### src/rtl/pa_tcipif_arb_if.sv
// Bus bundle between the BMU ibus/dbus requesters, the TCIP arbiter and the
// CLINT/CLIC/sysmap register slaves. The slave modport is the arbiter's view.
interface pa_tcipif_arb_if;
  logic        bmu_tcipif_ibus_req;
  logic [31:0] bmu_tcipif_ibus_addr;
  logic [31:0] bmu_tcipif_ibus_wdata;
  logic        bmu_tcipif_ibus_write;
  logic [1:0]  bmu_tcipif_ibus_size;
  logic        bmu_tcipif_ibus_acc_deny;
  logic        bmu_tcipif_dbus_req;
  logic [31:0] bmu_tcipif_dbus_addr;
  logic [31:0] bmu_tcipif_dbus_wdata;
  logic        bmu_tcipif_dbus_write;
  logic [1:0]  bmu_tcipif_dbus_size;
  logic        bmu_tcipif_dbus_acc_deny;
  logic        tcipif_bmu_ibus_grnt;
  logic        tcipif_bmu_ibus_trans_cmplt;
  logic [31:0] tcipif_bmu_ibus_data;
  logic        tcipif_bmu_ibus_acc_err;
  logic        tcipif_bmu_dbus_grnt;
  logic        tcipif_bmu_dbus_trans_cmplt;
  logic [31:0] tcipif_bmu_dbus_data;
  logic        tcipif_bmu_dbus_acc_err;
  logic        tcipif_clint_sel;
  logic        tcipif_clic_sel;
  logic        tcipif_sysmap_sel;
  logic [15:0] tcipif_xx_addr;
  logic [31:0] tcipif_xx_wdata;
  logic        tcipif_xx_write;
  logic [1:0]  tcipif_clic_size;
  logic        clint_tcipif_cmplt;
  logic [31:0] clint_tcipif_rdata;
  logic        clic_tcipif_cmplt;
  logic [31:0] clic_tcipif_rdata;
  logic        sysmap_tcipif_cmplt;
  logic [31:0] sysmap_tcipif_rdata;

  modport slave (
    input  bmu_tcipif_ibus_req, bmu_tcipif_ibus_addr, bmu_tcipif_ibus_wdata,
           bmu_tcipif_ibus_write, bmu_tcipif_ibus_size, bmu_tcipif_ibus_acc_deny,
           bmu_tcipif_dbus_req, bmu_tcipif_dbus_addr, bmu_tcipif_dbus_wdata,
           bmu_tcipif_dbus_write, bmu_tcipif_dbus_size, bmu_tcipif_dbus_acc_deny,
           clint_tcipif_cmplt, clint_tcipif_rdata, clic_tcipif_cmplt,
           clic_tcipif_rdata, sysmap_tcipif_cmplt, sysmap_tcipif_rdata,
    output tcipif_bmu_ibus_grnt, tcipif_bmu_ibus_trans_cmplt, tcipif_bmu_ibus_data,
           tcipif_bmu_ibus_acc_err, tcipif_bmu_dbus_grnt, tcipif_bmu_dbus_trans_cmplt,
           tcipif_bmu_dbus_data, tcipif_bmu_dbus_acc_err, tcipif_clint_sel,
           tcipif_clic_sel, tcipif_sysmap_sel, tcipif_xx_addr, tcipif_xx_wdata,
           tcipif_xx_write, tcipif_clic_size
  );

  modport master (
    output bmu_tcipif_ibus_req, bmu_tcipif_ibus_addr, bmu_tcipif_ibus_wdata,
           bmu_tcipif_ibus_write, bmu_tcipif_ibus_size, bmu_tcipif_ibus_acc_deny,
           bmu_tcipif_dbus_req, bmu_tcipif_dbus_addr, bmu_tcipif_dbus_wdata,
           bmu_tcipif_dbus_write, bmu_tcipif_dbus_size, bmu_tcipif_dbus_acc_deny,
           clint_tcipif_cmplt, clint_tcipif_rdata, clic_tcipif_cmplt,
           clic_tcipif_rdata, sysmap_tcipif_cmplt, sysmap_tcipif_rdata,
    input  tcipif_bmu_ibus_grnt, tcipif_bmu_ibus_trans_cmplt, tcipif_bmu_ibus_data,
           tcipif_bmu_ibus_acc_err, tcipif_bmu_dbus_grnt, tcipif_bmu_dbus_trans_cmplt,
           tcipif_bmu_dbus_data, tcipif_bmu_dbus_acc_err, tcipif_clint_sel,
           tcipif_clic_sel, tcipif_sysmap_sel, tcipif_xx_addr, tcipif_xx_wdata,
           tcipif_xx_write, tcipif_clic_size
  );
endinterface

### src/rtl/pa_tcipif_arb.sv
// Round-robin ibus/dbus arbiter and sequencer for the TCIP register slaves
// (CLINT, CLIC, sysmap) with decode, access checks and completion timeout.
module pa_tcipif_arb #(
  parameter int TIMEOUT = 255
) (
  input  logic           forever_cpuclk,
  input  logic           cpurst_b,
  input  logic [31:0]    pad_cpu_tcip_base,
  pa_tcipif_arb_if.slave bus
);
  // state  | meaning
  // IDLE   | arbitrate, grant winner, decode and check the request
  // ACCESS | one-cycle select to the decoded slave
  // WAIT   | wait for target cmplt or timeout
  // RESP   | completion pulse with captured read data to owner
  // ERR    | completion pulse with acc_err to owner
  typedef enum logic [2:0] {ST_IDLE, ST_ACCESS, ST_WAIT, ST_RESP, ST_ERR} state_e;
  typedef enum logic [1:0] {TGT_CLINT, TGT_CLIC, TGT_SYSMAP} tgt_e;

  localparam logic [7:0] TIMEOUT_C = 8'(TIMEOUT);

  state_e      state_q, state_d;
  logic        prio_dbus_q, prio_dbus_d;
  logic        owner_dbus_q, owner_dbus_d;
  tgt_e        tgt_q, tgt_d;
  logic [7:0]  cnt_q, cnt_d;
  logic [15:0] addr_q, addr_d;
  logic [31:0] wdata_q, wdata_d;
  logic        write_q, write_d;
  logic [1:0]  size_q, size_d;
  logic        clint_sel_q, clint_sel_d;
  logic        clic_sel_q, clic_sel_d;
  logic        sysmap_sel_q, sysmap_sel_d;
  logic        ibus_cmplt_q, ibus_cmplt_d;
  logic        dbus_cmplt_q, dbus_cmplt_d;
  logic        ibus_err_q, ibus_err_d;
  logic        dbus_err_q, dbus_err_d;
  logic [31:0] ibus_data_q, ibus_data_d;
  logic [31:0] dbus_data_q, dbus_data_d;

  logic        ibus_win, dbus_win, grant_any;
  logic [31:0] req_addr, req_wdata;
  logic        req_write, req_deny, req_misalign, req_bad;
  logic [1:0]  req_size;
  tgt_e        req_tgt;
  logic        tgt_cmplt;
  logic [31:0] tgt_rdata, resp_data;
  logic        base_unused;

  assign base_unused = ^pad_cpu_tcip_base[15:0];

  // Priority pointer names the bus that wins a tie.
  assign ibus_win  = (state_q == ST_IDLE) && bus.bmu_tcipif_ibus_req &&
                     (!prio_dbus_q || !bus.bmu_tcipif_dbus_req);
  assign dbus_win  = (state_q == ST_IDLE) && bus.bmu_tcipif_dbus_req &&
                     (prio_dbus_q || !bus.bmu_tcipif_ibus_req);
  assign grant_any = ibus_win | dbus_win;

  assign req_addr  = dbus_win ? bus.bmu_tcipif_dbus_addr     : bus.bmu_tcipif_ibus_addr;
  assign req_wdata = dbus_win ? bus.bmu_tcipif_dbus_wdata    : bus.bmu_tcipif_ibus_wdata;
  assign req_write = dbus_win ? bus.bmu_tcipif_dbus_write    : bus.bmu_tcipif_ibus_write;
  assign req_size  = dbus_win ? bus.bmu_tcipif_dbus_size     : bus.bmu_tcipif_ibus_size;
  assign req_deny  = dbus_win ? bus.bmu_tcipif_dbus_acc_deny : bus.bmu_tcipif_ibus_acc_deny;

  always_comb begin
    req_tgt = TGT_CLINT;
    if (req_addr[15])      req_tgt = TGT_SYSMAP;
    else if (req_addr[14]) req_tgt = TGT_CLIC;
    req_misalign = 1'b1;
    case (req_size)
      2'd0:    req_misalign = 1'b0;
      2'd1:    req_misalign = req_addr[0];
      2'd2:    req_misalign = |req_addr[1:0];
      default: req_misalign = 1'b1;
    endcase
    // Only the CLIC accepts sub-word accesses.
    req_bad = req_deny || (req_addr[31:16] != pad_cpu_tcip_base[31:16]) ||
              req_misalign || ((req_tgt != TGT_CLIC) && (req_size != 2'd2));
  end

  always_comb begin
    tgt_cmplt = 1'b0;
    tgt_rdata = '0;
    case (tgt_q)
      TGT_CLINT:  begin tgt_cmplt = bus.clint_tcipif_cmplt;  tgt_rdata = bus.clint_tcipif_rdata;  end
      TGT_CLIC:   begin tgt_cmplt = bus.clic_tcipif_cmplt;   tgt_rdata = bus.clic_tcipif_rdata;   end
      TGT_SYSMAP: begin tgt_cmplt = bus.sysmap_tcipif_cmplt; tgt_rdata = bus.sysmap_tcipif_rdata; end
      default:    begin tgt_cmplt = 1'b0;                    tgt_rdata = '0;                      end
    endcase
  end

  always_comb begin
    state_d      = state_q;
    prio_dbus_d  = prio_dbus_q;
    owner_dbus_d = owner_dbus_q;
    tgt_d        = tgt_q;
    cnt_d        = cnt_q;
    addr_d       = addr_q;
    wdata_d      = wdata_q;
    write_d      = write_q;
    size_d       = size_q;
    clint_sel_d  = 1'b0;
    clic_sel_d   = 1'b0;
    sysmap_sel_d = 1'b0;
    ibus_cmplt_d = 1'b0;
    dbus_cmplt_d = 1'b0;
    ibus_err_d   = 1'b0;
    dbus_err_d   = 1'b0;
    ibus_data_d  = '0;
    dbus_data_d  = '0;
    resp_data    = write_q ? '0 : tgt_rdata;
    case (state_q)
      ST_IDLE: begin
        if (grant_any) begin
          prio_dbus_d  = ibus_win;
          owner_dbus_d = dbus_win;
          addr_d       = req_addr[15:0];
          wdata_d      = req_wdata;
          write_d      = req_write;
          size_d       = req_size;
          tgt_d        = req_tgt;
          cnt_d        = '0;
          if (req_bad) begin
            state_d      = ST_ERR;
            ibus_cmplt_d = ibus_win;
            dbus_cmplt_d = dbus_win;
            ibus_err_d   = ibus_win;
            dbus_err_d   = dbus_win;
          end else begin
            state_d      = ST_ACCESS;
            clint_sel_d  = (req_tgt == TGT_CLINT);
            clic_sel_d   = (req_tgt == TGT_CLIC);
            sysmap_sel_d = (req_tgt == TGT_SYSMAP);
          end
        end
      end
      ST_ACCESS, ST_WAIT: begin
        // A completion landing on the last allowed cycle still wins over timeout.
        if (tgt_cmplt) begin
          state_d      = ST_RESP;
          ibus_cmplt_d = !owner_dbus_q;
          dbus_cmplt_d = owner_dbus_q;
          ibus_data_d  = owner_dbus_q ? '0 : resp_data;
          dbus_data_d  = owner_dbus_q ? resp_data : '0;
        end else if (cnt_q == TIMEOUT_C) begin
          state_d      = ST_ERR;
          ibus_cmplt_d = !owner_dbus_q;
          dbus_cmplt_d = owner_dbus_q;
          ibus_err_d   = !owner_dbus_q;
          dbus_err_d   = owner_dbus_q;
        end else begin
          state_d = ST_WAIT;
          cnt_d   = cnt_q + 8'd1;
        end
      end
      ST_RESP, ST_ERR: state_d = ST_IDLE;
      default:         state_d = ST_IDLE;
    endcase
  end

  always_ff @(posedge forever_cpuclk or negedge cpurst_b) begin
    if (!cpurst_b) begin
      state_q      <= ST_IDLE;
      prio_dbus_q  <= 1'b1;
      owner_dbus_q <= 1'b0;
      tgt_q        <= TGT_CLINT;
      cnt_q        <= '0;
      addr_q       <= '0;
      wdata_q      <= '0;
      write_q      <= 1'b0;
      size_q       <= '0;
      clint_sel_q  <= 1'b0;
      clic_sel_q   <= 1'b0;
      sysmap_sel_q <= 1'b0;
      ibus_cmplt_q <= 1'b0;
      dbus_cmplt_q <= 1'b0;
      ibus_err_q   <= 1'b0;
      dbus_err_q   <= 1'b0;
      ibus_data_q  <= '0;
      dbus_data_q  <= '0;
    end else begin
      state_q      <= state_d;
      prio_dbus_q  <= prio_dbus_d;
      owner_dbus_q <= owner_dbus_d;
      tgt_q        <= tgt_d;
      cnt_q        <= cnt_d;
      addr_q       <= addr_d;
      wdata_q      <= wdata_d;
      write_q      <= write_d;
      size_q       <= size_d;
      clint_sel_q  <= clint_sel_d;
      clic_sel_q   <= clic_sel_d;
      sysmap_sel_q <= sysmap_sel_d;
      ibus_cmplt_q <= ibus_cmplt_d;
      dbus_cmplt_q <= dbus_cmplt_d;
      ibus_err_q   <= ibus_err_d;
      dbus_err_q   <= dbus_err_d;
      ibus_data_q  <= ibus_data_d;
      dbus_data_q  <= dbus_data_d;
    end
  end

  assign bus.tcipif_bmu_ibus_grnt        = ibus_win;
  assign bus.tcipif_bmu_dbus_grnt        = dbus_win;
  assign bus.tcipif_bmu_ibus_trans_cmplt = ibus_cmplt_q;
  assign bus.tcipif_bmu_dbus_trans_cmplt = dbus_cmplt_q;
  assign bus.tcipif_bmu_ibus_acc_err     = ibus_err_q;
  assign bus.tcipif_bmu_dbus_acc_err     = dbus_err_q;
  assign bus.tcipif_bmu_ibus_data        = ibus_data_q;
  assign bus.tcipif_bmu_dbus_data        = dbus_data_q;
  assign bus.tcipif_clint_sel            = clint_sel_q;
  assign bus.tcipif_clic_sel             = clic_sel_q;
  assign bus.tcipif_sysmap_sel           = sysmap_sel_q;
  assign bus.tcipif_xx_addr              = addr_q;
  assign bus.tcipif_xx_wdata             = wdata_q;
  assign bus.tcipif_xx_write             = write_q;
  assign bus.tcipif_clic_size            = size_q;
endmodule
### src/flat_wrapper.sv
// flat-port wrapper written by rule: the top's interface ports become plain ports
module pa_tcipif_arb_flat 
#(
  parameter int TIMEOUT = 255
)
  (forever_cpuclk, cpurst_b, pad_cpu_tcip_base, bus_bmu_tcipif_ibus_req, bus_bmu_tcipif_ibus_addr, bus_bmu_tcipif_ibus_wdata, bus_bmu_tcipif_ibus_write, bus_bmu_tcipif_ibus_size, bus_bmu_tcipif_ibus_acc_deny, bus_bmu_tcipif_dbus_req, bus_bmu_tcipif_dbus_addr, bus_bmu_tcipif_dbus_wdata, bus_bmu_tcipif_dbus_write, bus_bmu_tcipif_dbus_size, bus_bmu_tcipif_dbus_acc_deny, bus_clint_tcipif_cmplt, bus_clint_tcipif_rdata, bus_clic_tcipif_cmplt, bus_clic_tcipif_rdata, bus_sysmap_tcipif_cmplt, bus_sysmap_tcipif_rdata, bus_tcipif_bmu_ibus_grnt, bus_tcipif_bmu_ibus_trans_cmplt, bus_tcipif_bmu_ibus_data, bus_tcipif_bmu_ibus_acc_err, bus_tcipif_bmu_dbus_grnt, bus_tcipif_bmu_dbus_trans_cmplt, bus_tcipif_bmu_dbus_data, bus_tcipif_bmu_dbus_acc_err, bus_tcipif_clint_sel, bus_tcipif_clic_sel, bus_tcipif_sysmap_sel, bus_tcipif_xx_addr, bus_tcipif_xx_wdata, bus_tcipif_xx_write, bus_tcipif_clic_size);
  pa_tcipif_arb_if bus_i ();
  input  logic forever_cpuclk;
  input  logic cpurst_b;
  input  logic [31:0] pad_cpu_tcip_base;
  input wire logic [$bits(bus_i.bmu_tcipif_ibus_req)-1:0] bus_bmu_tcipif_ibus_req;
  input wire logic [$bits(bus_i.bmu_tcipif_ibus_addr)-1:0] bus_bmu_tcipif_ibus_addr;
  input wire logic [$bits(bus_i.bmu_tcipif_ibus_wdata)-1:0] bus_bmu_tcipif_ibus_wdata;
  input wire logic [$bits(bus_i.bmu_tcipif_ibus_write)-1:0] bus_bmu_tcipif_ibus_write;
  input wire logic [$bits(bus_i.bmu_tcipif_ibus_size)-1:0] bus_bmu_tcipif_ibus_size;
  input wire logic [$bits(bus_i.bmu_tcipif_ibus_acc_deny)-1:0] bus_bmu_tcipif_ibus_acc_deny;
  input wire logic [$bits(bus_i.bmu_tcipif_dbus_req)-1:0] bus_bmu_tcipif_dbus_req;
  input wire logic [$bits(bus_i.bmu_tcipif_dbus_addr)-1:0] bus_bmu_tcipif_dbus_addr;
  input wire logic [$bits(bus_i.bmu_tcipif_dbus_wdata)-1:0] bus_bmu_tcipif_dbus_wdata;
  input wire logic [$bits(bus_i.bmu_tcipif_dbus_write)-1:0] bus_bmu_tcipif_dbus_write;
  input wire logic [$bits(bus_i.bmu_tcipif_dbus_size)-1:0] bus_bmu_tcipif_dbus_size;
  input wire logic [$bits(bus_i.bmu_tcipif_dbus_acc_deny)-1:0] bus_bmu_tcipif_dbus_acc_deny;
  input wire logic [$bits(bus_i.clint_tcipif_cmplt)-1:0] bus_clint_tcipif_cmplt;
  input wire logic [$bits(bus_i.clint_tcipif_rdata)-1:0] bus_clint_tcipif_rdata;
  input wire logic [$bits(bus_i.clic_tcipif_cmplt)-1:0] bus_clic_tcipif_cmplt;
  input wire logic [$bits(bus_i.clic_tcipif_rdata)-1:0] bus_clic_tcipif_rdata;
  input wire logic [$bits(bus_i.sysmap_tcipif_cmplt)-1:0] bus_sysmap_tcipif_cmplt;
  input wire logic [$bits(bus_i.sysmap_tcipif_rdata)-1:0] bus_sysmap_tcipif_rdata;
  output wire logic [$bits(bus_i.tcipif_bmu_ibus_grnt)-1:0] bus_tcipif_bmu_ibus_grnt;
  output wire logic [$bits(bus_i.tcipif_bmu_ibus_trans_cmplt)-1:0] bus_tcipif_bmu_ibus_trans_cmplt;
  output wire logic [$bits(bus_i.tcipif_bmu_ibus_data)-1:0] bus_tcipif_bmu_ibus_data;
  output wire logic [$bits(bus_i.tcipif_bmu_ibus_acc_err)-1:0] bus_tcipif_bmu_ibus_acc_err;
  output wire logic [$bits(bus_i.tcipif_bmu_dbus_grnt)-1:0] bus_tcipif_bmu_dbus_grnt;
  output wire logic [$bits(bus_i.tcipif_bmu_dbus_trans_cmplt)-1:0] bus_tcipif_bmu_dbus_trans_cmplt;
  output wire logic [$bits(bus_i.tcipif_bmu_dbus_data)-1:0] bus_tcipif_bmu_dbus_data;
  output wire logic [$bits(bus_i.tcipif_bmu_dbus_acc_err)-1:0] bus_tcipif_bmu_dbus_acc_err;
  output wire logic [$bits(bus_i.tcipif_clint_sel)-1:0] bus_tcipif_clint_sel;
  output wire logic [$bits(bus_i.tcipif_clic_sel)-1:0] bus_tcipif_clic_sel;
  output wire logic [$bits(bus_i.tcipif_sysmap_sel)-1:0] bus_tcipif_sysmap_sel;
  output wire logic [$bits(bus_i.tcipif_xx_addr)-1:0] bus_tcipif_xx_addr;
  output wire logic [$bits(bus_i.tcipif_xx_wdata)-1:0] bus_tcipif_xx_wdata;
  output wire logic [$bits(bus_i.tcipif_xx_write)-1:0] bus_tcipif_xx_write;
  output wire logic [$bits(bus_i.tcipif_clic_size)-1:0] bus_tcipif_clic_size;
  assign bus_i.bmu_tcipif_ibus_req = bus_bmu_tcipif_ibus_req;
  assign bus_i.bmu_tcipif_ibus_addr = bus_bmu_tcipif_ibus_addr;
  assign bus_i.bmu_tcipif_ibus_wdata = bus_bmu_tcipif_ibus_wdata;
  assign bus_i.bmu_tcipif_ibus_write = bus_bmu_tcipif_ibus_write;
  assign bus_i.bmu_tcipif_ibus_size = bus_bmu_tcipif_ibus_size;
  assign bus_i.bmu_tcipif_ibus_acc_deny = bus_bmu_tcipif_ibus_acc_deny;
  assign bus_i.bmu_tcipif_dbus_req = bus_bmu_tcipif_dbus_req;
  assign bus_i.bmu_tcipif_dbus_addr = bus_bmu_tcipif_dbus_addr;
  assign bus_i.bmu_tcipif_dbus_wdata = bus_bmu_tcipif_dbus_wdata;
  assign bus_i.bmu_tcipif_dbus_write = bus_bmu_tcipif_dbus_write;
  assign bus_i.bmu_tcipif_dbus_size = bus_bmu_tcipif_dbus_size;
  assign bus_i.bmu_tcipif_dbus_acc_deny = bus_bmu_tcipif_dbus_acc_deny;
  assign bus_i.clint_tcipif_cmplt = bus_clint_tcipif_cmplt;
  assign bus_i.clint_tcipif_rdata = bus_clint_tcipif_rdata;
  assign bus_i.clic_tcipif_cmplt = bus_clic_tcipif_cmplt;
  assign bus_i.clic_tcipif_rdata = bus_clic_tcipif_rdata;
  assign bus_i.sysmap_tcipif_cmplt = bus_sysmap_tcipif_cmplt;
  assign bus_i.sysmap_tcipif_rdata = bus_sysmap_tcipif_rdata;
  assign bus_tcipif_bmu_ibus_grnt = bus_i.tcipif_bmu_ibus_grnt;
  assign bus_tcipif_bmu_ibus_trans_cmplt = bus_i.tcipif_bmu_ibus_trans_cmplt;
  assign bus_tcipif_bmu_ibus_data = bus_i.tcipif_bmu_ibus_data;
  assign bus_tcipif_bmu_ibus_acc_err = bus_i.tcipif_bmu_ibus_acc_err;
  assign bus_tcipif_bmu_dbus_grnt = bus_i.tcipif_bmu_dbus_grnt;
  assign bus_tcipif_bmu_dbus_trans_cmplt = bus_i.tcipif_bmu_dbus_trans_cmplt;
  assign bus_tcipif_bmu_dbus_data = bus_i.tcipif_bmu_dbus_data;
  assign bus_tcipif_bmu_dbus_acc_err = bus_i.tcipif_bmu_dbus_acc_err;
  assign bus_tcipif_clint_sel = bus_i.tcipif_clint_sel;
  assign bus_tcipif_clic_sel = bus_i.tcipif_clic_sel;
  assign bus_tcipif_sysmap_sel = bus_i.tcipif_sysmap_sel;
  assign bus_tcipif_xx_addr = bus_i.tcipif_xx_addr;
  assign bus_tcipif_xx_wdata = bus_i.tcipif_xx_wdata;
  assign bus_tcipif_xx_write = bus_i.tcipif_xx_write;
  assign bus_tcipif_clic_size = bus_i.tcipif_clic_size;
  pa_tcipif_arb #(.TIMEOUT(TIMEOUT)) u_core (.forever_cpuclk(forever_cpuclk), .cpurst_b(cpurst_b), .pad_cpu_tcip_base(pad_cpu_tcip_base), .bus(bus_i));
endmodule
### config.mk
export PLATFORM = sky130hd
export DESIGN_NAME = pa_tcipif_arb_flat
export DESIGN_NICKNAME = d
export VERILOG_FILES = /design/src/rtl/pa_tcipif_arb_if.sv /design/src/rtl/pa_tcipif_arb.sv /design/src/flat_wrapper.sv
export SDC_FILE = /design/constraint.sdc
export NUM_CORES = 1
export LEC_CHECK = 0
export BUFFER_PORTS_ARGS = -buffer_cell sky130_fd_sc_hd__buf_4
export CORE_AREA = 2 2 152 154
export CTS_BUF_LIST = sky130_fd_sc_hd__clkbuf_8
export CTS_CLUSTER_DIAMETER = 200
export DETAILED_ROUTE_END_ITERATION = 10
export DIE_AREA = 0 0 154 156
export PLACE_DENSITY_LB_ADDON = 0.3
export SETUP_SLACK_MARGIN = 0.3
export SLEW_MARGIN = 40
export SYNTH_ARGS = -nofsm -noshare
export SYNTH_HDL_FRONTEND = slang
export SYNTH_SLANG_ARGS = --single-unit
### constraint.sdc
create_clock -name forever_cpuclk -period 2.3 [get_ports forever_cpuclk]
set_input_delay 0.23 -clock forever_cpuclk [delete_from_list [all_inputs] [get_ports forever_cpuclk]]
set_output_delay 0.23 -clock forever_cpuclk [all_outputs]
set_load 0.01 [all_outputs]
==> summary.txt <==
Outcome
  • Status: complete, no violations

Yosys
  • Syn Nets: a little over 1,000
  • Syn avg cell area: 8.85 um2
  • Post-synth EDFFs: 0
  • Flops & latches, synth: ~140
  • Area leader, netlist: dfrtp_1
  • Top post-synthesis cells by area: dfrtp_1 52%, nand2_1 11%, nor2_1 7.2%
  • Distinct cell type count after synthesis: 61
  • Gate Count Post-Synth: 741
  • Syn. warnings: 0
  • Ys async rst share: 1.00
  • Synthesized area: 6560 um2
  • Yosys top cell area share: 0.515
  • Synth Flop Type: dfrtp_1
  • Seq/Total Area, Yosys: 0.519

Worst setup path
  • Crit start category: register
  • Worst Path Max Fanout: 5
  • Setup CP Type: reg2reg
  • CP Data Required Time: 2.64 ns
  • Critical Path Max Stage Delay: about 0.45 ns
  • Crit. End Element: register
  • Kind of cell adding the most delay to the critical path: simple AND/OR/NAND/NOR gates
  • Crit-path slowest cell: or3_4
  • WP data arrival: 2.46 ns
  • WP buf/inv: 1
  • CP cell instances: nor3_4, buf_6, nand3_4, mux2i_2, o221ai_2, or3_4, nor4_2

Timing
  • Min Tclk post-route: 2.11 ns
  • Fin Hold WS: 0.0345 ns
  • Pins Over Slew Limit: 0
  • RSZ-0062 raised after global routing: true
  • Hold Vio Cnt, Final: 0
  • Final Setup Violations: 0
  • Slew headroom: 0.494
  • Actual slew at the worst max-slew pin: 0.752 ns
  • Final WS setup: 0.188 ns
  • Fin Setup TNS: 0 ns
  • Fmax: 473 MHz
  • Fin crit share: 0.918
  • Final clock skew: 0.0110 ns

Pwr
  • Total power: 10,300 uW
  • PwrDens: 971 nW/um2
  • Leakage: 0.00525 uW
  • Worst vdd ir: 0.000501 V

Place
  • Final GP Congestion: 0.801
  • Port bufs: 378
  • Post-detail-place hpwl: 17.5 mm
  • Dpl ws: 0.0898 ns

Die
  • Die height: between 150 and 200 um
  • Die Wd: 154 um
  • FP Rows: 55
  • Starting Density: 0.293
  • I/O pin total: 395
  • Total Die Area: 24,000 um2
  • Core ar.: 22,400 um2

Detailed routing
  • Via Count: 6,746
  • # DRC: 0
  • DRT iter0 DRCs: 253
  • Routed Wire Length: 23.8 mm
  • Routed Antenna Nets: 0
  • Avg WL per Cell: between 15 and 20 um
  • TritonRoute pass-1 iters: 5
  • Vias per cell: 4.72

Global routing
  • Vias in the first global route: 6,868
  • GR Overflow Total: 0
  • Tot GR Track Use: 0.195
  • Largest net degree at the start of global routing: 91
  • Global-route wire length before repair: 36.6 mm
  • Initial antenna violation count: 0

Clock network
  • Clk slew on worst S/H paths: 0.09 ns
  • Clock Sinks: 136
  • Worst-Skew Late Latency: about 0.44 ns
  • CTS Buffer Depth: 2
  • Clock root cell: clkbuf_8
  • Max H-tree Level: 4
  • CTS tree: built
  • CTS buffer count: 17

Cells and area
  • Ant. Diodes: 0
  • Area added between synthesis and finish: 62.0%
  • Post-layout util: 0.475
  • Ratio of cells with drive above 1 in the final layout: 0.415
  • Fillers: 2,234
  • Most frequent cells in the layout: 399 x buf_4, 186 x nand2_1, 134 x dfrtp_1
  • Final net count: 1,404
  • Most common cell after layout, fill and taps aside: buf_4

Job
  • Max Cap Violations: 0

Min path
  • Worst hold path class: in2reg
## worst register-to-register path, cell delays in order (launching register included)
cell,delay (ns)
dfrtp_1,0.42
nor3_4,0.23
buf_6,0.13
nand3_4,0.13
mux2i_2,0.21
o221ai_2,0.17
or3_4,0.45
nor4_2,0.28
## Yosys cell counts (all sizes together) (2+ instances only)
cell type    n
o2111ai      2
nand4        7
a22o         2
o221ai       3
nor4         4
nor2       125
a211o        2
or3          2
mux2i       40
and2         2
o22ai        6
o21ai       41
nand2      186
nor2b        4
dfrtp      135
xnor2       11
clkbuf      28
buf         18
nor3b        2
a2111oi      3
inv         19
nor3         3
nand3        4
o31ai        2
a31oi       52
nand2b       5
xor2         9
a21oi        2
## path summary, 6_finish.rpt
path	slack, ns	start	cells after the start	end
max in group asynchronous	1.21	cpurst_b	3	u_core.prio_dbus_q$_DFFE_PN1P_
hold reg to reg	0.47	u_core.prio_dbus_q$_DFFE_PN1P_	2	u_core.prio_dbus_q$_DFFE_PN1P_
hold / removal	0.03	bus_bmu_tcipif_ibus_addr[5]	3	u_core.bus.tcipif_xx_addr[5]$_DFFE_PN0P_
setup / recovery	0.19	u_core.state_q[0]$_DFFE_PN0N_	7	u_core.bus.tcipif_clint_sel$_DFF_PN0_
setup reg to reg	0.19	u_core.state_q[0]$_DFFE_PN0N_	7	u_core.bus.tcipif_clint_sel$_DFF_PN0_
min in group asynchronous	0.34	cpurst_b	2	u_core.bus.tcipif_bmu_dbus_data[15]$_DFF_PN0_
## report_power, final
group,switching [uW],leakage [uW],total [uW],internal (uW)
clock network,1070,0.000239,2400,1330
logic,2460,0.00325,4590,2140
registers,383,0.00176,3330,2950
total,3910,0.00525,10300,6410
## cells by family (layout without fill, tap and decap cells)
group	Yosys count	count (layout)	synth area share
xor gates and xnor gates	20	20	0.0267
buffers and inverters	65	468	0.0387
adders and majority gates	1	1	0.00191
DFF	136	136	0.519
and+or+nand+nor	349	350	0.219
AOI/OAI and AO/OA	129	129	0.131
muxes	41	41	0.0628
## flip-flops by register name (all words and copies together), names as in the netlist
register and flops:
u_core.bus.tcipif_bmu_dbus_acc_err 1, u_core.bus.tcipif_bmu_dbus_data 32, u_core.bus.tcipif_bmu_dbus_trans_cmplt 1, u_core.bus.tcipif_bmu_ibus_acc_err 1, u_core.bus.tcipif_bmu_ibus_data 32, u_core.bus.tcipif_bmu_ibus_trans_cmplt 1, u_core.bus.tcipif_clic_sel 1, u_core.bus.tcipif_clic_size 2
u_core.bus.tcipif_clint_sel 1, u_core.bus.tcipif_sysmap_sel 1, u_core.bus.tcipif_xx_addr 16, u_core.bus.tcipif_xx_wdata 32, u_core.bus.tcipif_xx_write 1, u_core.cnt_q 8, u_core.owner_dbus_q 1, u_core.prio_dbus_q 1
u_core.state_q 3, u_core.tgt_q 1
## metrics by stage
stage,std cells,area (um2)
2_1_floorplan,741,6560
3_3_place_gp,1376,9790
3_5_place_dp,1376,9790
4_1_cts,1427,10600
5_1_grt,1430,10600
6_report,1430,10600
## final cells by class
class | count | area [um2] | share of cell area
sequential | 136 | 3410 | 0.321
timing repair buffer | 417 | 3280 | 0.309
multi-input combinational | 541 | 3030 | 0.285
tap | 285 | 357 | 0.0336
clock inverter | 15 | 239 | 0.0225
clock buffer | 17 | 234 | 0.0220
inverter | 19 | 78.8 | 0.00742
## repair_timing
action,CTS,global route
setup buffers,13,3
hold endpoints to repair,58,0
pin swaps,12,10
hold buffers,3,0
cloned,3,0
resized for setup,16,11
setup endpoints to repair,14,89
## layer usage
layer	vias up	wire length, um	track usage
met2	291	11900	0.340
met3	28	2090	0.0681
met5	-	0	0
met4	0	496	0.0601
met1	3154	9350	0.226
li1	3273	-	-
(Power assumes the default switching activity.)
